## src/rtl/riscv_ctrl_pkg.sv

```systemverilog
// Shared encodings for the multi-cycle RV32I-subset control unit:
// FSM states, supported opcodes, ALU select codes and datapath mux selects.
package riscv_ctrl_pkg;

  typedef enum logic [3:0] {
    S_FETCH    = 4'd0,
    S_DECODE   = 4'd1,
    S_MEMADR   = 4'd2,
    S_MEMREAD  = 4'd3,
    S_MEMWB    = 4'd4,
    S_MEMWRITE = 4'd5,
    S_EXECR    = 4'd6,
    S_EXECI    = 4'd7,
    S_ALUWB    = 4'd8,
    S_JAL      = 4'd9,
    S_BEQ      = 4'd10
  } state_e;

  localparam logic [6:0] OP_LW    = 7'b0000011;
  localparam logic [6:0] OP_SW    = 7'b0100011;
  localparam logic [6:0] OP_RTYPE = 7'b0110011;
  localparam logic [6:0] OP_ITYPE = 7'b0010011;
  localparam logic [6:0] OP_JAL   = 7'b1101111;
  localparam logic [6:0] OP_BEQ   = 7'b1100011;

  // ALU select encodings
  localparam logic [1:0] ALU_SEL_ADD_SUB = 2'b00;
  localparam logic [1:0] ALU_SEL_SLT     = 2'b01;
  localparam logic [1:0] ALU_SEL_OR      = 2'b10;
  localparam logic [1:0] ALU_SEL_AND     = 2'b11;

  // Operation class handed from the FSM to the ALU decoder
  localparam logic [1:0] ALUOP_ADD   = 2'b00;
  localparam logic [1:0] ALUOP_SUB   = 2'b01;
  localparam logic [1:0] ALUOP_FUNCT = 2'b10;

  // Mux selects
  localparam logic       ADR_PC      = 1'b0;
  localparam logic       ADR_ALUOUT  = 1'b1;
  localparam logic [1:0] RES_ALUOUT  = 2'b00;
  localparam logic [1:0] RES_MEMDATA = 2'b01;
  localparam logic [1:0] RES_ALU     = 2'b10;
  localparam logic [1:0] SRCA_PC     = 2'b00;
  localparam logic [1:0] SRCA_OLDPC  = 2'b01;
  localparam logic [1:0] SRCA_RS1    = 2'b10;
  localparam logic [1:0] SRCB_RS2    = 2'b00;
  localparam logic [1:0] SRCB_IMM    = 2'b01;
  localparam logic [1:0] SRCB_FOUR   = 2'b10;

  function automatic logic op_supported(input logic [6:0] op);
    return (op == OP_LW) || (op == OP_SW) || (op == OP_RTYPE) ||
           (op == OP_ITYPE) || (op == OP_JAL) || (op == OP_BEQ);
  endfunction

endpackage

```

## src/rtl/alu_decoder.sv

```systemverilog
// Combinational ALU control decode: turns the FSM's operation class plus the
// instruction function fields into the ALU select and carry-in.
module alu_decoder
  import riscv_ctrl_pkg::*;
(
  input  logic [1:0] alu_op,
  input  logic [2:0] funct3,
  input  logic       funct7b5,
  input  logic       op5,
  output logic [1:0] alu_sel,
  output logic       alu_cin,
  output logic       bad_funct
);

  // bad_funct flags an unsupported funct3 independent of alu_op so the FSM
  // can raise it in DECODE, before the execute state is reached.
  always_comb begin
    alu_sel   = ALU_SEL_ADD_SUB;
    alu_cin   = 1'b0;
    bad_funct = 1'b0;
    case (funct3)
      3'b000, 3'b010, 3'b110, 3'b111: bad_funct = 1'b0;
      default:                        bad_funct = 1'b1;
    endcase
    case (alu_op)
      ALUOP_SUB: alu_cin = 1'b1;
      ALUOP_FUNCT: begin
        case (funct3)
          // op5 separates R-type (sub allowed) from I-type addi
          3'b000: alu_cin = op5 & funct7b5;
          3'b010: begin
            alu_sel = ALU_SEL_SLT;
            alu_cin = 1'b1;
          end
          3'b110:  alu_sel = ALU_SEL_OR;
          3'b111:  alu_sel = ALU_SEL_AND;
          default: alu_sel = ALU_SEL_ADD_SUB;
        endcase
      end
      default: alu_cin = 1'b0;
    endcase
  end

endmodule

```

## src/rtl/multicycle_control.sv

```systemverilog
// Moore control FSM for the multi-cycle RV32I-subset datapath.
//
// state    | meaning
// FETCH    | read instruction, PC <= PC+4
// DECODE   | read registers, compute branch target
// MEMADR   | rs1 + imm address for lw/sw
// MEMREAD  | read data memory
// MEMWB    | write loaded data to rd
// MEMWRITE | write rs2 to data memory
// EXECR    | R-type ALU operation
// EXECI    | I-type ALU operation
// ALUWB    | write ALUOut to rd
// JAL      | PC <= target, compute return address
// BEQ      | compare rs1/rs2, branch on zero
module multicycle_control
  import riscv_ctrl_pkg::*;
#(
  parameter int STATE_W = 4
) (
  input  logic               clk,
  input  logic               rst_n,
  input  logic [6:0]         op,
  input  logic [2:0]         funct3,
  input  logic               funct7b5,
  input  logic               zero,
  output logic               pc_write,
  output logic               adr_src,
  output logic               mem_write,
  output logic               ir_write,
  output logic [1:0]         result_src,
  output logic [1:0]         alu_src_a,
  output logic [1:0]         alu_src_b,
  output logic               reg_write,
  output logic [1:0]         alu_sel,
  output logic               alu_cin,
  output logic               illegal,
  output logic [STATE_W-1:0] state
);

  state_e     state_q, state_d;
  logic       pc_write_c, adr_src_c, mem_write_c, ir_write_c, reg_write_c;
  logic [1:0] result_src_c, alu_src_a_c, alu_src_b_c, alu_op_c;
  logic       illegal_c;
  logic [1:0] alu_sel_c;
  logic       alu_cin_c, bad_funct;
  logic       is_ri;

  assign is_ri = (op == OP_RTYPE) || (op == OP_ITYPE);

  // Next-state selection; unknown encodings fall back to FETCH
  always_comb begin
    state_d = S_FETCH;
    case (state_q)
      S_FETCH: state_d = S_DECODE;
      S_DECODE: begin
        case (op)
          OP_LW, OP_SW: state_d = S_MEMADR;
          OP_RTYPE:     state_d = S_EXECR;
          OP_ITYPE:     state_d = S_EXECI;
          OP_JAL:       state_d = S_JAL;
          OP_BEQ:       state_d = S_BEQ;
          default:      state_d = S_FETCH;
        endcase
      end
      S_MEMADR:   state_d = (op == OP_SW) ? S_MEMWRITE : S_MEMREAD;
      S_MEMREAD:  state_d = S_MEMWB;
      S_MEMWB:    state_d = S_FETCH;
      S_MEMWRITE: state_d = S_FETCH;
      S_EXECR:    state_d = S_ALUWB;
      S_EXECI:    state_d = S_ALUWB;
      S_ALUWB:    state_d = S_FETCH;
      S_JAL:      state_d = S_ALUWB;
      S_BEQ:      state_d = S_FETCH;
      default:    state_d = S_FETCH;
    endcase
  end

  // State register
  always_ff @(posedge clk or negedge rst_n) begin
    if (!rst_n) state_q <= S_FETCH;
    else        state_q <= state_d;
  end

  // Per-state datapath controls
  always_comb begin
    pc_write_c   = 1'b0;
    adr_src_c    = ADR_PC;
    mem_write_c  = 1'b0;
    ir_write_c   = 1'b0;
    reg_write_c  = 1'b0;
    result_src_c = RES_ALUOUT;
    alu_src_a_c  = SRCA_PC;
    alu_src_b_c  = SRCB_RS2;
    alu_op_c     = ALUOP_ADD;
    illegal_c    = 1'b0;
    case (state_q)
      S_FETCH: begin
        ir_write_c   = 1'b1;
        pc_write_c   = 1'b1;
        alu_src_b_c  = SRCB_FOUR;
        result_src_c = RES_ALU;
      end
      S_DECODE: begin
        alu_src_a_c = SRCA_OLDPC;
        alu_src_b_c = SRCB_IMM;
        illegal_c   = !op_supported(op) || (is_ri && bad_funct);
      end
      S_MEMADR: begin
        alu_src_a_c = SRCA_RS1;
        alu_src_b_c = SRCB_IMM;
      end
      S_MEMREAD: adr_src_c = ADR_ALUOUT;
      S_MEMWB: begin
        result_src_c = RES_MEMDATA;
        reg_write_c  = 1'b1;
      end
      S_MEMWRITE: begin
        adr_src_c   = ADR_ALUOUT;
        mem_write_c = 1'b1;
      end
      S_EXECR: begin
        alu_src_a_c = SRCA_RS1;
        alu_src_b_c = SRCB_RS2;
        alu_op_c    = ALUOP_FUNCT;
      end
      S_EXECI: begin
        alu_src_a_c = SRCA_RS1;
        alu_src_b_c = SRCB_IMM;
        alu_op_c    = ALUOP_FUNCT;
      end
      S_ALUWB: reg_write_c = 1'b1;
      S_JAL: begin
        alu_src_a_c = SRCA_OLDPC;
        alu_src_b_c = SRCB_FOUR;
        pc_write_c  = 1'b1;
      end
      S_BEQ: begin
        alu_src_a_c  = SRCA_RS1;
        alu_src_b_c  = SRCB_RS2;
        alu_op_c     = ALUOP_SUB;
        result_src_c = RES_ALUOUT;
        pc_write_c   = zero;
      end
      default: pc_write_c = 1'b0;
    endcase
  end

  alu_decoder u_alu_decoder (
    .alu_op    (alu_op_c),
    .funct3    (funct3),
    .funct7b5  (funct7b5),
    .op5       (op[5]),
    .alu_sel   (alu_sel_c),
    .alu_cin   (alu_cin_c),
    .bad_funct (bad_funct)
  );

  // Reset gating: the FETCH decode would otherwise raise pc_write/ir_write
  // while rst_n is low, so enables are ANDed with rst_n and cannot glitch.
  assign pc_write   = rst_n & pc_write_c;
  assign adr_src    = rst_n & adr_src_c;
  assign mem_write  = rst_n & mem_write_c;
  assign ir_write   = rst_n & ir_write_c;
  assign reg_write  = rst_n & reg_write_c;
  assign illegal    = rst_n & illegal_c;
  assign alu_cin    = rst_n & alu_cin_c;
  assign alu_sel    = rst_n ? alu_sel_c : ALU_SEL_ADD_SUB;
  assign alu_src_a  = rst_n ? alu_src_a_c : SRCA_PC;
  assign alu_src_b  = rst_n ? alu_src_b_c : SRCB_FOUR;
  assign result_src = rst_n ? result_src_c : RES_ALU;
  assign state      = STATE_W'(state_q);

endmodule

```

## config.mk

```make
export PLATFORM = sky130hd
export DESIGN_NAME = multicycle_control
export DESIGN_NICKNAME = d
export VERILOG_FILES = /design/src/rtl/riscv_ctrl_pkg.sv /design/src/rtl/alu_decoder.sv /design/src/rtl/multicycle_control.sv
export SDC_FILE = /design/constraint.sdc
export NUM_CORES = 1
export LEC_CHECK = 0
export CAP_MARGIN = 5
export CELL_PAD_IN_SITES_DETAIL_PLACEMENT = 0
export CELL_PAD_IN_SITES_GLOBAL_PLACEMENT = 1
export CORE_ASPECT_RATIO = 0.9
export CORE_MARGIN = 2
export CORE_UTILIZATION = 26
export DETAILED_ROUTE_END_ITERATION = 10
export PLACE_DENSITY = 0.82
export SYNTH_ARGS = -nofsm -noshare
export SYNTH_HDL_FRONTEND = slang
export SYNTH_SLANG_ARGS = --single-unit
```

## constraint.sdc

```tcl
create_clock -name clk -period 2.6 [get_ports clk]
set_clock_uncertainty 0.05 [all_clocks]
set_input_delay 0.26 -clock clk [delete_from_list [all_inputs] [get_ports clk]]
set_output_delay 0.26 -clock clk [all_outputs]
set_load 0.005 [all_outputs]
```

Word-level counts from Yosys, hierarchy flattened
Cells that the tools add are included.
{"block": "word_totals", "ff_bits": 4, "in_bits": 14, "output_inout_bits": 19}
{"block": "op_classes", "eq_ne": 21, "muxes": 22, "bitwise": 8, "reduce_logical": 21}
{"op": "$pmux W4 S5", "count": 2}
{"op": "$eq A4 B3 Y1 const B", "count": 4}
{"op": "$pmux W2 S2", "count": 4}
{"op": "$eq A7 B6 Y1 const B", "count": 2}
{"op": "$eq A7 B7 Y1 const B", "count": 2}
{"op": "$eq A4 B4 Y1 const B", "count": 3}
{"op": "$reduce_or A2 Y1", "count": 6}
{"op": "$mux W2", "count": 5}
{"op": "$and A1 B1 Y1", "count": 8}
{"op": "$eq A4 B2 Y1 const B", "count": 2}
{"op": "$reduce_or A4 Y1", "count": 2}
{"op": "$eq A7 B2 Y1 const B", "count": 1}
{"op": "$eq A7 B5 Y1 const B", "count": 1}
{"op": "$logic_or A1 B1 Y1", "count": 7}
{"op": "$eq A3 B3 Y1 const B", "count": 2}
{"op": "$mux W1", "count": 6}
{"op": "$pmux W1 S2", "count": 3}
{"op": "$pmux W2 S3", "count": 1}
{"op": "$reduce_or A3 Y1", "count": 2}
{"op": "$eq A4 B1 Y1 const B", "count": 1}
{"op": "$logic_not A4 Y1", "count": 1}
{"op": "$eq A3 B2 Y1 const B", "count": 1}
{"op": "$logic_not A3 Y1", "count": 1}
{"op": "$mux W3", "count": 1}
{"op": "other kinds (4)", "count": 4}

Logic depth before layout (Yosys ltp)
Gate-level depths: netlist of run 1.
{"block": "logic_depth", "word_depth": 10, "depth_mapped": 7, "depth_no_buf": 6}

Modules after synthesis
A second synthesis of run 1 with hierarchy kept.
{"block": "unflattened", "cells_unflattened": 87, "hier_area_um2": 648.1}
{"module": "multicycle_control", "instances": 1, "cells_each": 74, "area_per_inst_um2": 548.0}
{"module": "alu_decoder", "instances": 1, "cells_each": 13, "area_per_inst_um2": 100.1}

Least setup slack after synthesis of run 1
No wires, ideal clock.
{"block": "synth_timing", "kind": "register to output", "from": "reg state_q[3] (netlist: state[3])", "to": "out alu_cin", "arrival_time_ps": 1359, "setup_slack_ps": 931, "stages_incl_launch_ff": 5, "path_buffers": 1, "path_cell_list": "dfrtp_1 -> buf_1 -> nand3_1 -> ha_1 -> nor3b_1"}
{"block": "synth_between", "elab_chain_len": 6, "elab_cells_between_ends": 9, "classes_between": "eq/ne (5); mux (2); bitwise (1); reduce/logical (1)"}
{"element": "start, declared", "line": "multicycle_control.sv:40", "text": "state_e state_q, state_d;"}
{"element": "start signal, assigned", "line": "multicycle_control.sv:81", "text": "else state_q <= state_d;"}
{"element": "$eq A4 B3 Y1", "line": "multicycle_control.sv:96", "text": "case (state_q)"}
{"element": "$reduce_or A2 Y1 (no line)"}
{"element": "$pmux W2 S2 (*)", "line": "multicycle_control.sv:96"}
{"element": "$eq A2 B2 Y1 or $eq A2 B1 Y1 (tied branches)", "line": "alu_decoder.sv:25", "text": "case (alu_op)"}
{"element": "$pmux W1 S2 (*)", "line": "alu_decoder.sv:25"}
{"element": "$and A1 B1 Y1 (*)", "line": "multicycle_control.sv:166", "text": "assign alu_cin = rst_n & alu_cin_c;"}
{"element": "end, declared", "line": "multicycle_control.sv:35", "text": "output logic alu_cin,"}
Mark *: on every way between the ends. The rest lies on a longest branch, timed or not.

Worst setup path in the final report of run 1
{"block": "layout_timing", "from": "reg state_q[2] (netlist: state[2])", "to": "out alu_sel[0]"}
{"block": "layout_between", "elab_chain_len": 6, "elab_cells_between_ends": 8, "classes_between": "eq/ne (4); mux (3); reduce/logical (1)"}
{"element": "$eq A4 B3 Y1", "line": "multicycle_control.sv:96"}
{"element": "$reduce_or A2 Y1 (no line)"}
{"element": "$pmux W2 S2 (*)", "line": "multicycle_control.sv:96"}
{"element": "$eq A2 B2 Y1 (*)", "line": "alu_decoder.sv:25"}
{"element": "$mux W2 (*)", "line": "alu_decoder.sv:25"}
{"element": "$mux W2 (*)", "line": "multicycle_control.sv:167", "text": "assign alu_sel = rst_n ? alu_sel_c : ALU_SEL_ADD_SUB;"}
{"element": "end, declared", "line": "multicycle_control.sv:34", "text": "output logic [1:0] alu_sel,"}
Marked as above.

==> reports/results.ini, run 1 <==
[worst_setup_path]
critPathKind = register to output port
cp_top_family = simple AND/OR/NAND/NOR gates
r2r_cells = 4
r2r-end = state[1]
slowest_stage = clkdlybuf4s50_1
required_ns = 2.29
cp.arrival_ns = 2.10
path_cells = nand2b_1, nor2_1, ha_1, nand3_1, nor3_1, clkdlybuf4s50_1
worstSetupStartpoint = state[2]
cp_max_fo = 10
ff2ff_setup_slack_ns = 1.07
critPathBufInv = 1
r2r-start = state[1]
worstSetupStartpointType = register
critPathMaxStageDelay_ns = 0.53
crit_path_end_kind = output port

[finish]
largest_reg_flops = 4
n_fill_cell = 226
fin_nets = 138
insertedDiodeCount = 0
areaGrowthSynthToFinish_pct = 69.0
drive_gt1_frac = 0.108

[floorplan]
fp.dieH_um = 49.0
num_rows = 16
start_util = 0.273
core_region_area_mm2 = 0.00214
dieArea_mm2 = 0.00264
io_pins = 33
fp.dieW_um = 54.0

[route]
drc = 0
wl_um = 1800
vias = 754
first_iter_violations = 18
drt_pass1_iterations = 4
via_per_inst = 5.13
antenna_left = 0
wire_per_inst_um = 12.2

[sta]
drv_slew = 0
tightest_slew_ns = 0.370
setup_viol = 0
rsz0062_at_grt = no
fin_crit_sh = 0.925
hold_violations = 0
min_period_ns = 2.41
fmax_ghz = 0.416
tns_ns = 0
slew_headroom = 0.753

[min_path]
hold_class = input port to asynchronous set/reset pin

[clocking]
path_clk_slew_ns = 0.04
cts_resized = 0
tritoncts = done
clk_latency_ns = 0.23
clock_tree.htree_level_count = 1
hold_buffers = 0
root_buffer = clkbuf_4
cts.sinks = 4
cts_max_path_buffers = 2
numCtsBuffers = 3
post-cts-setup-buffers = 0

[yosys]
synth.top_cell.area_share = 0.171
synth_area_per_cell_um2 = 6.96
yosys.area.top_type = dfrtp_1
yosysSeqAreaShare = 0.171
syn_nets = 100
synth_warnings = 0
synth_area_um2 = 584
ys.flop_type = dfrtp_1
synthTopCellsByArea = dfrtp_1 (17%), nor2b_1 (6.4%), nor2_1 (5.8%), nand2b_1 (5.4%), nand3_1 (5.1%)
yosysUniqueCellTypes = 36
synth.ff_latch_count = 4
synth-edff-count = 0
async_flop_share = 1.00
syn_inst = 84

[placed_design]
gp_congestion = 0.791
io_buffers = 32
dp_hpwl_um = 1480

[power_and_ir_drop]
total_power_uw = 490
ir_drop_mv = 0.272
power.density_mw_per_mm2 = 497
leakage_uw = 0.000370

[flow_run]
maxCapViolCount = 0

[grt]
grt_overflow_total = 0
grt_max_degree = 12
grt_pass1_vias = 668
track_usage = 0.145
grt_pass1_wl_um = 2900
antenna_found_initial = 0

[outcome]
run_status = finished, final reports clean

## synthesized netlist by cell type, types with 2 or more instances
library cell	count
clkbuf_1	3
nand2_1	6
o211ai_1	3
a21oi_1	5
dfrtp_1	4
inv_1	4
nor2_1	9
nor3b_1	2
nand2b_1	5
buf_1	2
nor3_1	3
nor2b_1	6
a31oi_1	2
ha_1	2
o21ai_0	2
nand3_1	6
## metal layers
metal	vias to the layer above	part of all wire	global-route usage
met1	332	0.46	0.187
li1	384	-	-
met4	0	0.010	0.0500
met3	4	0.081	0.0368
met2	34	0.45	0.230
met5	-	0	0
## per-stage QoR
step / std cells / utilization / hold slack, ns / cell area, um^2 / setup WS (ns)
after global placement: 144 / 0.450 / 0.500 / 965 / 0.375
after global routing: 147 / 0.461 / 0.290 / 987 / 0.0213
after CTS: 147 / 0.461 / 0.262 / 987 / 0.153
final: 147 / 0.461 / 0.262 / 987 / 0.194
after floorplan: 84 / - / -0.0856 / 584 / 0.931
after detailed placement: 144 / 0.450 / 0.508 / 965 / 0.333
## final cells by class
cell class | count | area [um^2] | share of cell area
inverters | 5 | 18.8 | 0.0190
clock buffers | 3 | 22.5 | 0.0228
flip-flops and latches | 4 | 100 | 0.101
multi-input cells | 70 | 447 | 0.452
repair buffers | 38 | 365 | 0.370
well taps | 27 | 33.8 | 0.0342
## power by group
part | total, uW | switching, uW | internal [uW]
Combinational | 325 | 143 | 181
Clock | 74.0 | 22.6 | 51.4
Sequential | 91.6 | 17.4 | 74.2
## cells in the final DEF (no fill, tap or decap), types with 2 or more instances in the layout
cell type        netlist  routed
nor2_1                 9       9
buf_4                  0       6
a31oi_1                2       2
nor3_1                 3       3
nand3_1                6       6
clkdlybuf4s50_1        0      32
o21ai_0                2       2
nor3b_1                2       2
nand2_1                6       6
ha_1                   2       2
o211ai_1               3       3
inv_1                  4       4
nand2b_1               5       5
nor2b_1                6       6
a21oi_1                5       5
dfrtp_1                4       4
clkbuf_4               0       3
## kinds of logic after synthesis
group	after synthesis	share of synthesized area
adders and majority gates	2	0.0428
and+or+nand+nor	46	0.448
xor gates and xnor gates	2	0.0300
AOI/OAI and AO/OA	20	0.244
buffers and inverters	10	0.0642
DFF	4	0.171
## worst register-to-register path: stages, from the launching register on
cell	delay (ns)
dfrtp_1	0.43
buf_4	0.20
nand2b_1	0.23
a211o_1	0.26
a211oi_1	0.26
## how the worst max path moves through the flow
stage,cells past startpoint,to
after global placement,5,result_src[0]
after detailed placement,5,result_src[0]
after CTS,6,alu_sel[0]
final,6,alu_sel[0]
after global routing,6,alu_sel[0]
after floorplan,4,alu_cin
No activity file was read; power rests on OpenSTA's default activity.
==> inputs of run 2 (changes only) <==
--- a/config.mk
+++ b/config.mk
@@ -5,14 +5,15 @@
 export SDC_FILE = /design/constraint.sdc
 export NUM_CORES = 1
 export LEC_CHECK = 0
+export ABC_AREA = 1
 export CAP_MARGIN = 5
 export CELL_PAD_IN_SITES_DETAIL_PLACEMENT = 0
 export CELL_PAD_IN_SITES_GLOBAL_PLACEMENT = 1
 export CORE_ASPECT_RATIO = 0.9
 export CORE_MARGIN = 2
-export CORE_UTILIZATION = 26
+export CORE_UTILIZATION = 24
 export DETAILED_ROUTE_END_ITERATION = 10
-export PLACE_DENSITY = 0.82
+export PLACE_DENSITY = 0.84
 export SYNTH_ARGS = -nofsm -noshare
 export SYNTH_HDL_FRONTEND = slang
 export SYNTH_SLANG_ARGS = --single-unit
==> run 2 against run 1 <==
Area after synthesis decreased by 9.6%. Largest cell class unchanged. Global-route usage decreased by 1.3 points. Register-to-register slack improved by 0.35 ns. Critical path type unchanged.
==> reports/results.ini, run 2 <==
[outcome]
run_status = finished, final reports clean  ; unchanged

[yosys]
synth_area_um2 = 528  ; was 584 um^2
synth_top_family_by_area = simple AND/OR/NAND/NOR gates  ; unchanged
syn_nets = 111  ; was 100
synth-xor-area-share = 0  ; was 0.0300
ys.flop_type = dfrtp_1  ; unchanged
synth.ff_latch_count = 4  ; unchanged
syn_inst = 95  ; was 84
synth-edff-count = 0  ; unchanged
synth_warnings = 0  ; unchanged
yosysSeqAreaShare = 0.190  ; was 0.171
synth_area_per_cell_um2 = 5.56  ; was 6.96 um^2
synthTopCellsByCount = nand2_1 (23), nor2_1 (18), nand3_1 (12), inv_1 (10), inv_2 (5)  ; was nor2_1 (9), nand2_1 (6), nand3_1 (6), nor2b_1 (6)
yosys.area.top_type = dfrtp_1  ; unchanged
yosysUniqueCellTypes = 19  ; was 36
synth_fa_ha_area_frac = 0.0474  ; was 0.0428
synth-compound-area-share = 0.0972  ; was 0.244
synth_mux_area_frac = 0  ; unchanged
synthTopCellsByArea = dfrtp_1 (19%), nand2_1 (16%), nor2_1 (13%), nand3_1 (11%), inv_1 (7.1%)  ; was dfrtp_1 (17%), nor2b_1 (6.4%), nor2_1 (5.8%), nand2b_1 (5.4%), nand3_1 (5.1%)
async_flop_share = 1.00  ; unchanged
synthMostInstantiatedCell = nand2_1  ; was nor2_1
synth-simple-area-share = 0.559  ; was 0.448
synth.top_cell.area_share = 0.190  ; was 0.171

[route]
vias = 716  ; was 754
first_iter_violations = 11  ; was 18
wire_per_inst_um = 9.58  ; was 12.2 um
drt_pass1_iterations = 4  ; unchanged
via_per_inst = 4.48  ; was 5.13
drc = 0  ; unchanged
antenna_left = 0  ; unchanged
wl_um = 1530  ; was 1800 um

[finish]
insertedDiodeCount = 0  ; unchanged
finish.instance_area_um2 = 935  ; was 987 um^2
drive_gt1_frac = 0.143  ; was 0.108
finalNonFillerCells = 160  ; was 147
final_common_cell = clkdlybuf4s50_1  ; unchanged
n_fill_cell = 246  ; was 226
fin_nets = 151  ; was 138
largest_reg_flops = 4  ; unchanged
final_cell_mix = clkdlybuf4s50_1 (32), nand2_1 (23), nor2_1 (18)  ; was clkdlybuf4s50_1 (32), nor2_1 (9)
areaGrowthSynthToFinish_pct = 77.0  ; was 69.0%

[floorplan]
io_pins = 33  ; unchanged
num_rows = 16  ; unchanged
start_util = 0.249  ; was 0.273
core_region_area_mm2 = 0.00212  ; was 0.00214 mm^2
dieArea_mm2 = 0.00259  ; was 0.00264 mm^2
fp.dieW_um = 53.4  ; was 54.0 um
fp.dieH_um = 48.5  ; was 49.0 um

[worst_setup_path]
crit_path_end_kind = output port  ; unchanged
critPathKind = register to output port  ; unchanged
required_ns = 2.29  ; about the same
critPathMaxStageDelay_ns = 0.50  ; was 0.53 ns
cp_max_fo = 6  ; was 10
critPathBufInv = 2  ; was 1
cp.arrival_ns = 2.15  ; was 2.10 ns
slowest_stage = clkdlybuf4s50_1  ; unchanged
worstSetupStartpointType = register  ; unchanged
path_cells = nor2_2, nand2_1, inv_1, ha_1, or2_0, nor2_1, clkdlybuf4s50_1  ; was nand2b_1, nor2_1, ha_1, nand3_1, nor3_1, clkdlybuf4s50_1
cp_top_family = simple AND/OR/NAND/NOR gates  ; unchanged

[placed_design]
pre_cts_ws_ns = 0.277  ; was 0.333 ns
place_area_um2 = 890  ; was 965 um^2
place_inst = 155  ; was 144
dp_hpwl_um = 1250  ; was 1480 um
io_buffers = 32  ; unchanged
gp_congestion = 0.799  ; was 0.791

[grt]
track_usage = 0.131  ; was 0.145
grt_pass1_vias = 647  ; was 668
grt_pass1_wl_um = 2570  ; was 2900 um
grt_max_degree = 10  ; was 12
antenna_found_initial = 0  ; unchanged
grt_overflow_total = 0  ; unchanged

[clocking]
clk_latency_ns = 0.23  ; about the same
numCtsBuffers = 3  ; unchanged
hold_buffers = 0  ; unchanged
clock_tree.htree_level_count = 1  ; unchanged
cts_max_path_buffers = 2  ; unchanged
tritoncts = done  ; unchanged
cts.sinks = 4  ; unchanged
root_buffer = clkbuf_4  ; unchanged
path_clk_slew_ns = 0.04  ; about the same

[sta]
tns_ns = 0  ; unchanged
rsz0062_at_grt = no  ; unchanged
holdWs_ns = 0.201  ; was 0.262 ns
setup_viol = 0  ; unchanged
hold_violations = 0  ; unchanged
setup_ws_ns = 0.140  ; was 0.194 ns
min_period_ns = 2.46  ; was 2.41 ns
tightest_slew_ns = 0.279  ; was 0.370 ns
drv_slew = 0  ; unchanged
fin_crit_sh = 0.946  ; was 0.925
slew_headroom = 0.813  ; was 0.753
fmax_ghz = 0.407  ; was 0.416 GHz

[power_and_ir_drop]
leakage_uw = 0.000418  ; was 0.000370 uW
power.density_mw_per_mm2 = 483  ; was 497 mW/mm^2
ir_drop_mv = 0.238  ; was 0.272 mV

[min_path]
hold_class = input port to asynchronous set/reset pin  ; unchanged

[flow_run]
maxCapViolCount = 0  ; unchanged

-- run 2: cell families (layout without fill, tap and decap cells) --
logic type	count (synthesis)	count (layout)
compound gates	9	9
fa+ha+maj	2	2
buf+inv	15	53
flops	4	4
simple gates	65	65
-- run 2: report_power, final --
| group | total [uW] | switching [uW] | internal, uW | leakage [uW] |
|---|---|---|---|---|
| clock network | 75.8 | 24.2 | 51.5 | 0.0000138 |
| logic | 281 | 128 | 153 | 0.000355 |
| registers | 95.1 | 20.4 | 74.8 | 0.0000501 |
| total | 452 | 173 | 279 | 0.000418 |
-- run 2: worst paths after layout --
check | start | to | slack (ns) | cells after the start
max reg2reg | state[1] | state[2] | 1.42 | 5
max in group asynchronous | rst_n | state[2] | 1.95 | 2
min in group clk | state[2] | state[1] | 0.62 | 3
min | rst_n | state[0] | 0.20 | 1
max | state[3] | alu_cin | 0.14 | 7
min reg2reg | state[2] | state[1] | 0.62 | 3
-- run 2: layout make-up --
type                    count  area, um^2  area share
inverters                  15        56.3      0.0602
repair buffers             35         343       0.367
multi-input cells          76         377       0.403
well taps                  27        33.8      0.0361
flip-flops and latches      4         103       0.110
clock buffers               3        22.5      0.0241
-- run 2: routing by layer --
metal  wire (um)  vias up  track usage
met5           0        -            0
met4          32        0       0.0769
met3          80        4       0.0185
met2         694       28        0.206
met1         725      301        0.167
li1            -      383            -
-- run 2: what timing repair did --
| action | in CTS | in global routing |
|---|---|---|
| setup endpoints to repair | 0 | 1 |
| endpoints found under the hold margin | 0 | 0 |
| gates resized for setup | 0 | 3 |
| buffers inserted | 0 | 2 |
-- run 2: per-stage QoR --
stage	util	total power (uW)
floorplan	-	226
global placement	0.419	373
detailed placement	0.419	371
CTS	0.430	451
global route	0.440	494
finish	0.440	452
